**src/rtl/qq_pkg.sv**
```systemverilog
// Shared types and constants for the qq_op_ctrl sorted-queue controller.
package qq_pkg;

    typedef enum logic [1:0] {
        IDLE      = 2'd0,
        ENQ_SCAN  = 2'd1,
        DEQ_SHIFT = 2'd2,
        DONE      = 2'd3
    } state_e;

    localparam logic OP_ENQ = 1'b0;
    localparam logic OP_DEQ = 1'b1;

    localparam int DEFAULT_DEPTH = 16;
    localparam int DEFAULT_KW    = 32;

endpackage

```
**src/rtl/qq_op_ctrl_if.sv**
```systemverilog
// Command handshake and dequeue-result bundle between a requester and qq_op_ctrl.
interface qq_op_ctrl_if
    import qq_pkg::*;
#(
    parameter int KW = DEFAULT_KW
);
    logic          in_valid;
    logic          in_ready;
    logic          in_op;
    logic [KW-1:0] in_key;
    logic          deq_valid;
    logic [KW-1:0] deq_key;

    modport master (
        output in_valid, in_op, in_key,
        input  in_ready, deq_valid, deq_key
    );

    modport slave (
        input  in_valid, in_op, in_key,
        output in_ready, deq_valid, deq_key
    );
endinterface

```
**src/rtl/qq_stats.sv**
```systemverilog
// Wrapping 32-bit event counters for completed enqueues, dequeues and rejects.
module qq_stats (
    input  logic        clk,
    input  logic        rst,
    input  logic        enq_i,
    input  logic        deq_i,
    input  logic        err_i,
    output logic [31:0] stat_enq_o,
    output logic [31:0] stat_deq_o,
    output logic [31:0] stat_err_o
);
    logic [31:0] statEnq_q;
    logic [31:0] statDeq_q;
    logic [31:0] statErr_q;

    always_ff @(posedge clk) begin
        if (rst) begin
            statEnq_q <= '0;
            statDeq_q <= '0;
            statErr_q <= '0;
        end else begin
            if (enq_i) statEnq_q <= statEnq_q + 32'd1;
            if (deq_i) statDeq_q <= statDeq_q + 32'd1;
            if (err_i) statErr_q <= statErr_q + 32'd1;
        end
    end

    assign stat_enq_o = statEnq_q;
    assign stat_deq_o = statDeq_q;
    assign stat_err_o = statErr_q;
endmodule

```
**src/rtl/qq_op_ctrl.sv**
```systemverilog
// Sorted key queue (smallest-first) built from an insertion-scan / shift-down register array.
// Optional statistics counters are enabled with the QQ_STATS_EN macro.
module qq_op_ctrl
    import qq_pkg::*;
#(
    parameter int DEPTH = DEFAULT_DEPTH,
    parameter int KW    = DEFAULT_KW
) (
    input  logic        clk,
    input  logic        rst,
    qq_op_ctrl_if.slave bus,
    output logic        enq,
    output logic        deq,
    output logic        done,
    output logic        err,
    output logic [31:0] last_addr,
    output logic        full,
    output logic        empty,
    output logic [31:0] stat_enq,
    output logic [31:0] stat_deq,
    output logic [31:0] stat_err
);
    localparam int AW = (DEPTH > 1) ? $clog2(DEPTH) : 1;
    localparam int CW = $clog2(DEPTH) + 1;

    state_e        state_q;
    logic [CW-1:0] count_q;
    logic [AW-1:0] idx_q;
    logic [KW-1:0] keys_q [DEPTH];
    logic [KW-1:0] keyLatch_q;
    logic [KW-1:0] deqKey_q;
    logic          enq_q;
    logic          deq_q;
    logic          err_q;

    logic [AW-1:0] idxPrev;
    logic [AW-1:0] idxNext;
    logic          isFull;
    logic          isEmpty;

    assign idxPrev = idx_q - AW'(1);
    assign idxNext = idx_q + AW'(1);
    assign isFull  = (count_q == CW'(DEPTH));
    assign isEmpty = (count_q == '0);

    // keyLatch_q holds the new key while scanning, or the removed head while shifting.
    always_ff @(posedge clk) begin
        if (rst) begin
            state_q    <= IDLE;
            count_q    <= '0;
            idx_q      <= '0;
            keyLatch_q <= '0;
            deqKey_q   <= '0;
            enq_q      <= 1'b0;
            deq_q      <= 1'b0;
            err_q      <= 1'b0;
            for (int k = 0; k < DEPTH; k++) keys_q[k] <= '0;
        end else begin
            case (state_q)
                IDLE: begin
                    if (bus.in_valid) begin
                        if (bus.in_op == OP_ENQ) begin
                            if (isFull) begin
                                err_q   <= 1'b1;
                                state_q <= DONE;
                            end else begin
                                keyLatch_q <= bus.in_key;
                                idx_q      <= count_q[AW-1:0];
                                state_q    <= ENQ_SCAN;
                            end
                        end else if (isEmpty) begin
                            err_q   <= 1'b1;
                            state_q <= DONE;
                        end else if (count_q > CW'(1)) begin
                            keyLatch_q <= keys_q[0];
                            idx_q      <= '0;
                            state_q    <= DEQ_SHIFT;
                        end else begin
                            deqKey_q <= keys_q[0];
                            deq_q    <= 1'b1;
                            state_q  <= DONE;
                        end
                    end
                end
                ENQ_SCAN: begin
                    // Strict compare keeps equal keys in arrival order.
                    if (idx_q != '0 && keys_q[idxPrev] > keyLatch_q) begin
                        keys_q[idx_q] <= keys_q[idxPrev];
                        idx_q         <= idxPrev;
                    end else begin
                        keys_q[idx_q] <= keyLatch_q;
                        enq_q         <= 1'b1;
                        state_q       <= DONE;
                    end
                end
                DEQ_SHIFT: begin
                    keys_q[idx_q] <= keys_q[idxNext];
                    if (CW'(idx_q) == count_q - CW'(2)) begin
                        deqKey_q <= keyLatch_q;
                        deq_q    <= 1'b1;
                        state_q  <= DONE;
                    end else begin
                        idx_q <= idxNext;
                    end
                end
                DONE: begin
                    if (enq_q) count_q <= count_q + CW'(1);
                    if (deq_q) count_q <= count_q - CW'(1);
                    enq_q   <= 1'b0;
                    deq_q   <= 1'b0;
                    err_q   <= 1'b0;
                    state_q <= IDLE;
                end
                default: state_q <= IDLE;
            endcase
        end
    end

    // Outputs are forced to their idle values while reset is held.
    assign bus.in_ready  = (state_q == IDLE) && !rst;
    assign done          = (state_q == DONE) && !rst;
    assign enq           = enq_q && !rst;
    assign deq           = deq_q && !rst;
    assign err           = err_q && !rst;
    assign bus.deq_valid = deq;
    assign bus.deq_key   = deqKey_q;
    assign last_addr     = rst ? 32'd0 : 32'(count_q);
    assign full          = isFull && !rst;
    assign empty         = isEmpty || rst;

`ifdef QQ_STATS_EN
    qq_stats u_stats (
        .clk        (clk),
        .rst        (rst),
        .enq_i      (enq),
        .deq_i      (deq),
        .err_i      (err),
        .stat_enq_o (stat_enq),
        .stat_deq_o (stat_deq),
        .stat_err_o (stat_err)
    );
`else
    assign stat_enq = 32'd0;
    assign stat_deq = 32'd0;
    assign stat_err = 32'd0;
`endif
endmodule

```
**src/flat_wrapper.sv**
```systemverilog
// flat-port wrapper written by rule: the top's interface ports become plain ports
module qq_op_ctrl_flat import qq_pkg::*;
#(
    parameter int DEPTH = DEFAULT_DEPTH,
    parameter int KW    = DEFAULT_KW
)
  (clk, rst, enq, deq, done, err, last_addr, full, empty, stat_enq, stat_deq, stat_err, bus_in_valid, bus_in_op, bus_in_key, bus_in_ready, bus_deq_valid, bus_deq_key);
  qq_op_ctrl_if #(.KW(KW)) bus_i ();
  input  logic clk;
  input  logic rst;
  output logic enq;
  output logic deq;
  output logic done;
  output logic err;
  output logic [31:0] last_addr;
  output logic full;
  output logic empty;
  output logic [31:0] stat_enq;
  output logic [31:0] stat_deq;
  output logic [31:0] stat_err;
  input wire logic [$bits(bus_i.in_valid)-1:0] bus_in_valid;
  input wire logic [$bits(bus_i.in_op)-1:0] bus_in_op;
  input wire logic [$bits(bus_i.in_key)-1:0] bus_in_key;
  output wire logic [$bits(bus_i.in_ready)-1:0] bus_in_ready;
  output wire logic [$bits(bus_i.deq_valid)-1:0] bus_deq_valid;
  output wire logic [$bits(bus_i.deq_key)-1:0] bus_deq_key;
  assign bus_i.in_valid = bus_in_valid;
  assign bus_i.in_op = bus_in_op;
  assign bus_i.in_key = bus_in_key;
  assign bus_in_ready = bus_i.in_ready;
  assign bus_deq_valid = bus_i.deq_valid;
  assign bus_deq_key = bus_i.deq_key;
  qq_op_ctrl #(.DEPTH(DEPTH), .KW(KW)) u_core (.clk(clk), .rst(rst), .bus(bus_i), .enq(enq), .deq(deq), .done(done), .err(err), .last_addr(last_addr), .full(full), .empty(empty), .stat_enq(stat_enq), .stat_deq(stat_deq), .stat_err(stat_err));
endmodule
```
**config.mk**
```make
export PLATFORM = sky130hd
export DESIGN_NAME = qq_op_ctrl_flat
export DESIGN_NICKNAME = d
export VERILOG_FILES = /design/src/rtl/qq_pkg.sv /design/src/rtl/qq_op_ctrl_if.sv /design/src/rtl/qq_stats.sv /design/src/rtl/qq_op_ctrl.sv /design/src/flat_wrapper.sv
export SDC_FILE = /design/constraint.sdc
export NUM_CORES = 1
export LEC_CHECK = 0
export ABC_AREA = 1
export BUFFER_PORTS_ARGS = -buffer_cell sky130_fd_sc_hd__buf_2
export CAP_MARGIN = 20
export CELL_PAD_IN_SITES_DETAIL_PLACEMENT = 0
export CELL_PAD_IN_SITES_GLOBAL_PLACEMENT = 2
export CORE_ASPECT_RATIO = 1.5
export CORE_MARGIN = 5
export CORE_UTILIZATION = 41
export DETAILED_ROUTE_END_ITERATION = 16
export PLACE_DENSITY_LB_ADDON = 0.1
export RECOVER_POWER = 25
export SETUP_SLACK_MARGIN = 0.02
export SYNTH_ARGS = -nofsm -noshare
export SYNTH_HDL_FRONTEND = slang
export SYNTH_SLANG_ARGS = --single-unit
```
**constraint.sdc**
```tcl
create_clock -name clk -period 7 [get_ports clk]
set_input_delay 2.1 -clock clk [delete_from_list [all_inputs] [get_ports clk]]
set_output_delay 2.1 -clock clk [all_outputs]
set_load 0.1 [all_outputs]
```
==> metrics.log, run 1 <==
INFO  metric cap_viol_max_count = 6
INFO  metric start_kind = input port
INFO  metric tritoncts = done
INFO  metric antennaDiodeCount = 0
INFO  metric tritoncts_num_sinks = 590
INFO  metric fp.dieArea = 84400 um^2
INFO  metric largest_net_degree_at_the_start_of_global_routing = 166
INFO  metric first_pass_grt_wire_length = 160 mm
INFO  metric min_period_over_period = 89.3%
INFO  metric post_layout_nonfiller_instances = 4850
INFO  metric dominantRegCellSynth = sky130_fd_sc_hd__edfxtp_1
INFO  metric timing.fmax = 160 MHz
INFO  metric synthDistinctLibCells = 45
INFO  metric rsz_0062_raised_after_global_routing = no
INFO  metric timing_hold_violations_final = 0
INFO  metric synth_area_leader_cell = sky130_fd_sc_hd__edfxtp_1
INFO  metric setup_viol = 0
INFO  metric grt-ovfl-total = 0
INFO  metric timing_max_transition_violations_final = 211
INFO  metric register_area = 16900 um^2
INFO  metric slowest_stage_cell_on_the_critical_path = sky130_fd_sc_hd__clkbuf_1
INFO  metric total_core_area = 78400 um^2
INFO  metric finalWorstPathRequiredPeriod = 6.25 ns
INFO  metric numCtsBuffers = 60
INFO  metric via_count_of_the_first_global_routing_pass = 24600
INFO  metric crit_arrival = 6.47 ns
INFO  metric max-slew-margin-rel = -113%
INFO  metric drt-total-wl = 110 mm
INFO  metric max-vdd-ir-drop = 0.000234 V
INFO  metric endpoint_kind = register
INFO  metric netlist_area = 32200 um^2
INFO  metric drive_gt1_share = 7.16%
INFO  metric num-fill-cells = 7733
INFO  metric cts.path.max_buffers = 3
INFO  metric ioPinCount = 204
INFO  metric drtAntennaViolNets = 0
INFO  metric final.setup.tns = 0 ns
INFO  metric timing.clock.skew = 0.0302 ns
INFO  metric netlist.area_leader.share = 47.7%
INFO  metric initial_utilization = 41.1%
INFO  metric std_cell_rows = 126
INFO  metric route.detailed.drc = 0
INFO  metric pwr_density_cell = 477 nW/um^2
INFO  metric syn-mean-instance-area = 8.33 um^2
INFO  metric sequential_share_of_the_synthesized_area = 52.6%
INFO  metric ys_seq_elements = 590
INFO  metric route.vias.total = 26500
INFO  metric result_of_the_run = complete, but fails checks
INFO  metric routabilityCongestion = 0.833
INFO  metric synthArstFlopShare = 0%
INFO  metric worst_skew_late_latency = 0.66 ns
INFO  metric avgRoutedWirePerCell = 22.7 um
INFO  metric drt_first_iter_violations = 2336
INFO  metric vias_per_cell = 5.46
INFO  metric cts_resized = 0
INFO  metric placed_cells_incl_taps = 4738
INFO  metric violations = max-capacitance violations, max-slew violations
INFO  metric post-cts-setup-buffers = 0
INFO  metric max_slew.worst_pin.slew = 3.19 ns
INFO  metric grt_antenna_before_repair = 1
INFO  metric multiInputGateArea = 12800 um^2
INFO  metric fp.dieH = 353 um
INFO  metric cts_root_buffer = sky130_fd_sc_hd__clkbuf_16
INFO  metric worst-setup-path-type = in2reg
INFO  metric place_hpwl = 65.4 mm
INFO  metric port-buffer-count = 80
INFO  metric area.growth.synth_to_final = 7.16%
INFO  metric cp_cell_sequence = clkbuf_1 -> nor2_1 -> inv_1 -> nor2_1 -> nand2_1 -> clkbuf_2 -> nand2_1 -> clkbuf_1
INFO  metric clock_pin_slew_reported_for_the_worst_setup_and_hold_paths_after_clock_tree_synthesis = 0.06 ns
INFO  metric total_leakage_power = 0.0139 uW
INFO  metric hold_class = reg2reg
INFO  metric cts-htree-levels = 2
INFO  metric worst_path_largest_cell_delay = 2.05 ns
INFO  metric dr_pass1_iterations = 6
INFO  metric required_time_worst_endpoint = 7.21 ns
INFO  metric holdBufCountCts = 0
INFO  metric critical_path_peak_fanout = 33
INFO  metric floorplan.die.width = 239 um
INFO  metric synth-edff-count = 512
INFO  metric post_synth_main_area_contributors = sky130_fd_sc_hd__edfxtp_1, sky130_fd_sc_hd__nand2_1, sky130_fd_sc_hd__nor2_1
INFO  metric grt_use_total = 25.2%
INFO  metric count_of_nets_after_finishing = 3860
INFO  metric synth.yosys.warnings = 0
INFO  metric post_synth_inst_count = 3865
## cell usage after synthesis (5+ instances only)
cell                          n
sky130_fd_sc_hd__nand2_1   1143
sky130_fd_sc_hd__mux2i_1     14
sky130_fd_sc_hd__nor3_1       5
sky130_fd_sc_hd__buf_6       29
sky130_fd_sc_hd__nand4_1     36
sky130_fd_sc_hd__nand2_2     31
sky130_fd_sc_hd__dfxtp_1     78
sky130_fd_sc_hd__clkbuf_1   126
sky130_fd_sc_hd__o21ai_0    300
sky130_fd_sc_hd__ha_1        47
sky130_fd_sc_hd__nor2_1     578
sky130_fd_sc_hd__buf_2      104
sky130_fd_sc_hd__edfxtp_1   512
sky130_fd_sc_hd__nor2_2      10
sky130_fd_sc_hd__buf_1        5
sky130_fd_sc_hd__buf_4      153
sky130_fd_sc_hd__a31oi_1     57
sky130_fd_sc_hd__inv_1      124
sky130_fd_sc_hd__nand3_1    190
sky130_fd_sc_hd__o22ai_1     18
sky130_fd_sc_hd__o21ai_1     60
sky130_fd_sc_hd__inv_2        6
sky130_fd_sc_hd__a21oi_1    201
## per-layer routing
metal	track usage, %	routed length (um)	share of wire, %
met4	7.04	3110	2.8
met3	3.84	8650	7.9
met1	34.0	45900	42
met2	42.1	52400	48
met5	0	12	0.011
## through the flow
stage               area (um^2)  hold WS, ns  utilization (%)  power, uW  setup slack [ns]
floorplan                 32700        0.430                -      10900             0.633
finish                    34500        0.479             44.1      16500             0.748
CTS                       34600        0.479             44.2      16500              1.24
detailed placement        32600        0.471             41.6      13100              1.27
global placement          32500        0.449             41.5      13000              1.32
global route              34500        0.512             44.1      17500             0.634
## cell type report
type / instances / share of cell area, %
Sequential cell: 590 / 49.1
Multi-Input combinational cell: 2848 / 37.2
Clock buffer: 72 / 4.63
Tap cell: 1024 / 3.71
Timing Repair Buffer: 145 / 2.73
Inverter: 132 / 1.48
Clock inverter: 39 / 1.22
## where the power goes
group	total (uW)	internal, uW	switching (uW)	leakage [uW]
Combinational	8660	1880	6780	0.00695
Sequential	4440	4220	221	0.00593
Clock	3350	1920	1430	0.000998
Total	16500	8020	8430	0.0139
## cell usage in the layout (no fill, tap or decap), types with 47 or more instances in the layout
| master | instances |
|---|---|
| sky130_fd_sc_hd__o21ai_1 | 52 |
| sky130_fd_sc_hd__nand3_1 | 190 |
| sky130_fd_sc_hd__clkbuf_1 | 47 |
| sky130_fd_sc_hd__conb_1 | 123 |
| sky130_fd_sc_hd__a31oi_1 | 57 |
| sky130_fd_sc_hd__nand2_1 | 1137 |
| sky130_fd_sc_hd__o21ai_0 | 308 |
| sky130_fd_sc_hd__a21oi_1 | 201 |
| sky130_fd_sc_hd__buf_4 | 49 |
| sky130_fd_sc_hd__buf_2 | 47 |
| sky130_fd_sc_hd__clkbuf_16 | 61 |
| sky130_fd_sc_hd__inv_1 | 123 |
| sky130_fd_sc_hd__edfxtp_1 | 512 |
| sky130_fd_sc_hd__dfxtp_1 | 77 |
| sky130_fd_sc_hd__nor2_1 | 577 |
## sequential cells by signal, summed over array words and instances, names as in the netlist
register	cells
u_core.state_q	2
u_core.keys_q	512
u_core.bus.deq_key	32
u_core.err_q	1
u_core.count_q	5
u_core.keyLatch_q	32
u_core.deq_q	1
u_core.enq_q	1
u_core.idx_q	4
## final timing paths
path	startpoint	endpoint	slack [ns]	cells after the start
worst min-delay path	u_core.err_q	u_core.err_q	0.48	2
worst max register to register	u_core.idx_q[0]	u_core.keys_q[10][22]	1.37	21
worst max-delay path	rst	u_core.keys_q[14][5]	0.75	8
worst min register to register	u_core.err_q	u_core.err_q	0.48	2
## critical path: cells and delay by family
family                 cells  cell delay, ns
buffers and inverters      4            3.25
AND/OR/NAND/NOR            4            1.02
## cell families after synthesis
logic type | share of synthesized area [%]
buf+inv | 9.26
mux | 0.435
simple gates | 24.8
fa+ha+maj | 1.83
compound gates | 10.7
xor+xnor | 0.412
flops | 52.6
other cells | 0.0116
No activity file was read; power rests on OpenSTA's default activity.
==> run 2, diff against run 1 <==
Settings changed: REMOVE_ABC_BUFFERS set to 1.
==> run 2 against run 1 <==
  * Sequential share of layout area down 0.20 points
  * Utilization up 0.18 points
  * Worst hold slack worse by 0.0091 ns
  * Final cell count up 0.23%
  * First-iteration DRC count up 12%
  * Routed wire length up 12%
  * Largest cell class unchanged
  * Sequential power about the same
  * The run still ends with max-capacitance violations, max-slew violations left
  * Clock-buffer cell count up 13
  * Maximum frequency up 0.13%
==> metrics.log, run 2 (same netlist as run 1, synthesis figures left out) <==
INFO  metric result_of_the_run = complete, but fails checks
INFO  metric violations = max-capacitance violations, max-slew violations
INFO  metric ioPinCount = 204 (unchanged)
INFO  metric timing.clock.skew = 0.0194 ns (-0.0108 ns)
INFO  metric routabilityCongestion = 0.852 (+2.2%)
INFO  metric startpoint = rst
INFO  metric drt-total-wl = 123 mm (+12%)
INFO  metric met3WireLength = 8.61 mm (-0.40%)
INFO  metric worstSetupEndpoint = u_core.keys_q[12][2]
INFO  metric via_count_of_the_first_global_routing_pass = 26400 (+7.1%)
INFO  metric met1Wirelength = 47.8 mm (+4.2%)
INFO  metric place_hpwl = 67.6 mm (+3.4%)
INFO  metric finalWorstPathRequiredPeriod = 6.24 ns (-0.00839 ns)
INFO  metric hold_class = reg2reg
INFO  metric initial_utilization = 41.1% (unchanged)
INFO  metric numCtsBuffers = 60 (unchanged)
INFO  metric total_core_area = 78400 um^2 (unchanged)
INFO  metric tritoncts = done
INFO  metric first_pass_grt_wire_length = 177 mm (+10%)
INFO  metric max-vdd-ir-drop = 0.000325 V (+39%)
INFO  metric cts_resized = 0 (unchanged)
INFO  metric max-slew-margin-rel = -149% (-37 points)
INFO  metric cts.path.max_buffers = 3 (unchanged)
INFO  metric critical_path_peak_fanout = 124 (+280%)
INFO  metric area.growth.synth_to_final = 7.60%
INFO  metric timing.rr.start = u_core.idx_q[0]
INFO  metric max_slew.worst_pin.slew = 3.74 ns (+0.551 ns)
INFO  metric largest_reg_flops = 512 (unchanged)
INFO  metric std_cell_rows = 126 (unchanged)
INFO  metric floorplan.die.width = 239 um (unchanged)
INFO  metric drtAntennaViolNets = 0 (unchanged)
INFO  metric mostFrequentLayoutCell = sky130_fd_sc_hd__nand2_1
INFO  metric cts_root_buffer = sky130_fd_sc_hd__clkbuf_16
INFO  metric setup_viol = 0 (unchanged)
INFO  metric worst-setup-path-type = in2reg
INFO  metric total_leakage_power = 0.0139 uW (+0.35%)
INFO  metric fp.dieH = 353 um (unchanged)
INFO  metric antennaDiodeCount = 0 (unchanged)
INFO  metric fp.dieArea = 84400 um^2 (unchanged)
INFO  metric required_time_worst_endpoint = 7.17 ns (-0.04 ns)
INFO  metric registers.top_by_ff_count = u_core.keys_q
INFO  metric holdBufCountCts = 0 (unchanged)
INFO  metric min_period_over_period = 89.2% (-0.12 points)
INFO  metric timing.fmax = 160 MHz (+0.13%)
INFO  metric vias_per_cell = 5.58 (+2.2%)
INFO  metric cap_viol_max_count = 6 (unchanged)
INFO  metric port-buffer-count = 80 (unchanged)
INFO  metric layout.cells.most_common_list = sky130_fd_sc_hd__nand2_1, sky130_fd_sc_hd__nor2_1, sky130_fd_sc_hd__edfxtp_1, sky130_fd_sc_hd__o21ai_0, sky130_fd_sc_hd__a21oi_1
INFO  metric worst_skew_late_latency = 0.66 ns (about the same)
INFO  metric maxUsedRoutingLayer = met4
INFO  metric avgRoutedWirePerCell = 25.3 um (+11%)
INFO  metric clock_pin_slew_reported_for_the_worst_setup_and_hold_paths_after_clock_tree_synthesis = 0.06 ns (about the same)
INFO  metric crit_arrival = 6.42 ns (-0.05 ns)
INFO  metric cts-htree-levels = 2 (unchanged)
INFO  metric placed_cells_incl_taps = 4748 (+0.21%)
INFO  metric drive_gt1_share = 7.56% (+0.40 points)
INFO  metric post_layout_nonfiller_instances = 4861 (+0.23%)
INFO  metric count_of_nets_after_finishing = 3869 (+0.23%)
INFO  metric route.detailed.drc = 0 (unchanged)
INFO  metric r2r.worst_path.cells = 21 (unchanged)
INFO  metric drt_first_iter_violations = 2625 (+12%)
INFO  metric endpoint_kind = register
INFO  metric start_kind = input port
INFO  metric grt_antenna_before_repair = 1 (unchanged)
INFO  metric timing_hold_violations_final = 0 (unchanged)
INFO  metric timing_max_transition_violations_final = 243 (+15%)
INFO  metric rsz_0062_raised_after_global_routing = no
INFO  metric tritoncts_num_sinks = 590 (unchanged)
INFO  metric finalCoreUtilization = 44.2% (+0.18 points)
INFO  metric route.vias.total = 27100 (+2.4%)
INFO  metric grt-ovfl-total = 0 (unchanged)
INFO  metric pwr_density_cell = 478 nW/um^2 (+0.21%)
INFO  metric dr_pass1_iterations = 6 (unchanged)
INFO  metric grt_use_total = 28.3% (+3.1 points)
INFO  metric largest_net_degree_at_the_start_of_global_routing = 156 (-6.0%)
INFO  metric post-cts-setup-buffers = 0 (unchanged)
INFO  metric met2_wirelength = 60.9 mm (+16%)
INFO  metric reg2reg_setup_slack = 0.97 ns (-0.40 ns)
INFO  metric r2r-end = u_core.keys_q[15][7]
-- run 2: cell types whose count changed in the layout (fill, tap and decap cells not counted), moves of 2 or more --
cell	previous run	this run
sky130_fd_sc_hd__nand2_1	1137	1123
sky130_fd_sc_hd__nand2_2	37	51
sky130_fd_sc_hd__clkbuf_8	3	7
sky130_fd_sc_hd__inv_2	5	3
sky130_fd_sc_hd__buf_4	49	59
sky130_fd_sc_hd__clkinv_2	16	8
sky130_fd_sc_hd__clkbuf_1	47	56
-- run 2: where the power goes --
| part | total (uW) | internal, uW | leakage, uW | switching (uW) |
|---|---|---|---|---|
| registers | 4460 | 4220 | 0.00593 | 238 |
| clock network | 3410 | 1980 | 0.000997 | 1430 |
| logic | 8680 | 1940 | 0.00700 | 6740 |
-- run 2: final cells by class --
cell class | count | area, um^2
fill | 7810 | 43700
sequential | 590 | 16900
multi-input combinational | 2848 | 12900
clock buffer | 85 | 1710
tap | 1024 | 1280
timing repair buffer | 154 | 1000
inverter | 132 | 513
clock inverter | 28 | 342
-- run 2: worst min-delay path by stage --
| stage | startpoint | endpoint | slack, ns | cells after the start |
|---|---|---|---|---|
| 2_1_floorplan | u_core.err_q | u_core.err_q | 0.43 | 2 |
| 3_3_place_gp | u_core.err_q | u_core.err_q | 0.44 | 2 |
| 5_1_grt | u_core.err_q | u_core.err_q | 0.49 | 2 |
| 3_5_place_dp | u_core.err_q | u_core.err_q | 0.46 | 2 |
| 4_1_cts | u_core.err_q | u_core.err_q | 0.47 | 2 |
| 6_report | u_core.err_q | u_core.err_q | 0.47 | 2 |
-- run 2: through the flow --
stage | hold slack (ns) | worst slack (ns) | TNS [ns] | total power, uW | cell area, um^2
final | 0.470 | 0.756 | 0 | 16600 | 34700
after global placement | 0.444 | 0.997 | 0 | 13100 | 32700
after CTS | 0.472 | 1.01 | 0 | 16600 | 34800
after detailed placement | 0.463 | 1.03 | 0 | 13200 | 32700
after floorplan | 0.432 | -11.86 | -7431.93 | 10100 | 30200
after global routing | 0.494 | 0.313 | 0 | 17500 | 34700
-- run 2: metal layers --
| metal | GRT usage (%) | vias up |
|---|---|---|
| li1 | - | 12500 |
| met1 | 35.5 | 13200 |
| met2 | 49.3 | 1183 |
| met3 | 3.43 | 264 |
| met4 | 11.3 | 0 |
| met5 | 0 | - |
-- run 2: worst max-delay path: stages --
cell                         delay (ns)
sky130_fd_sc_hd__clkbuf_1          0.63
sky130_fd_sc_hd__clkinvlp_2        0.40
sky130_fd_sc_hd__buf_12            0.37
sky130_fd_sc_hd__nand2_1           0.16
sky130_fd_sc_hd__clkbuf_1          2.64
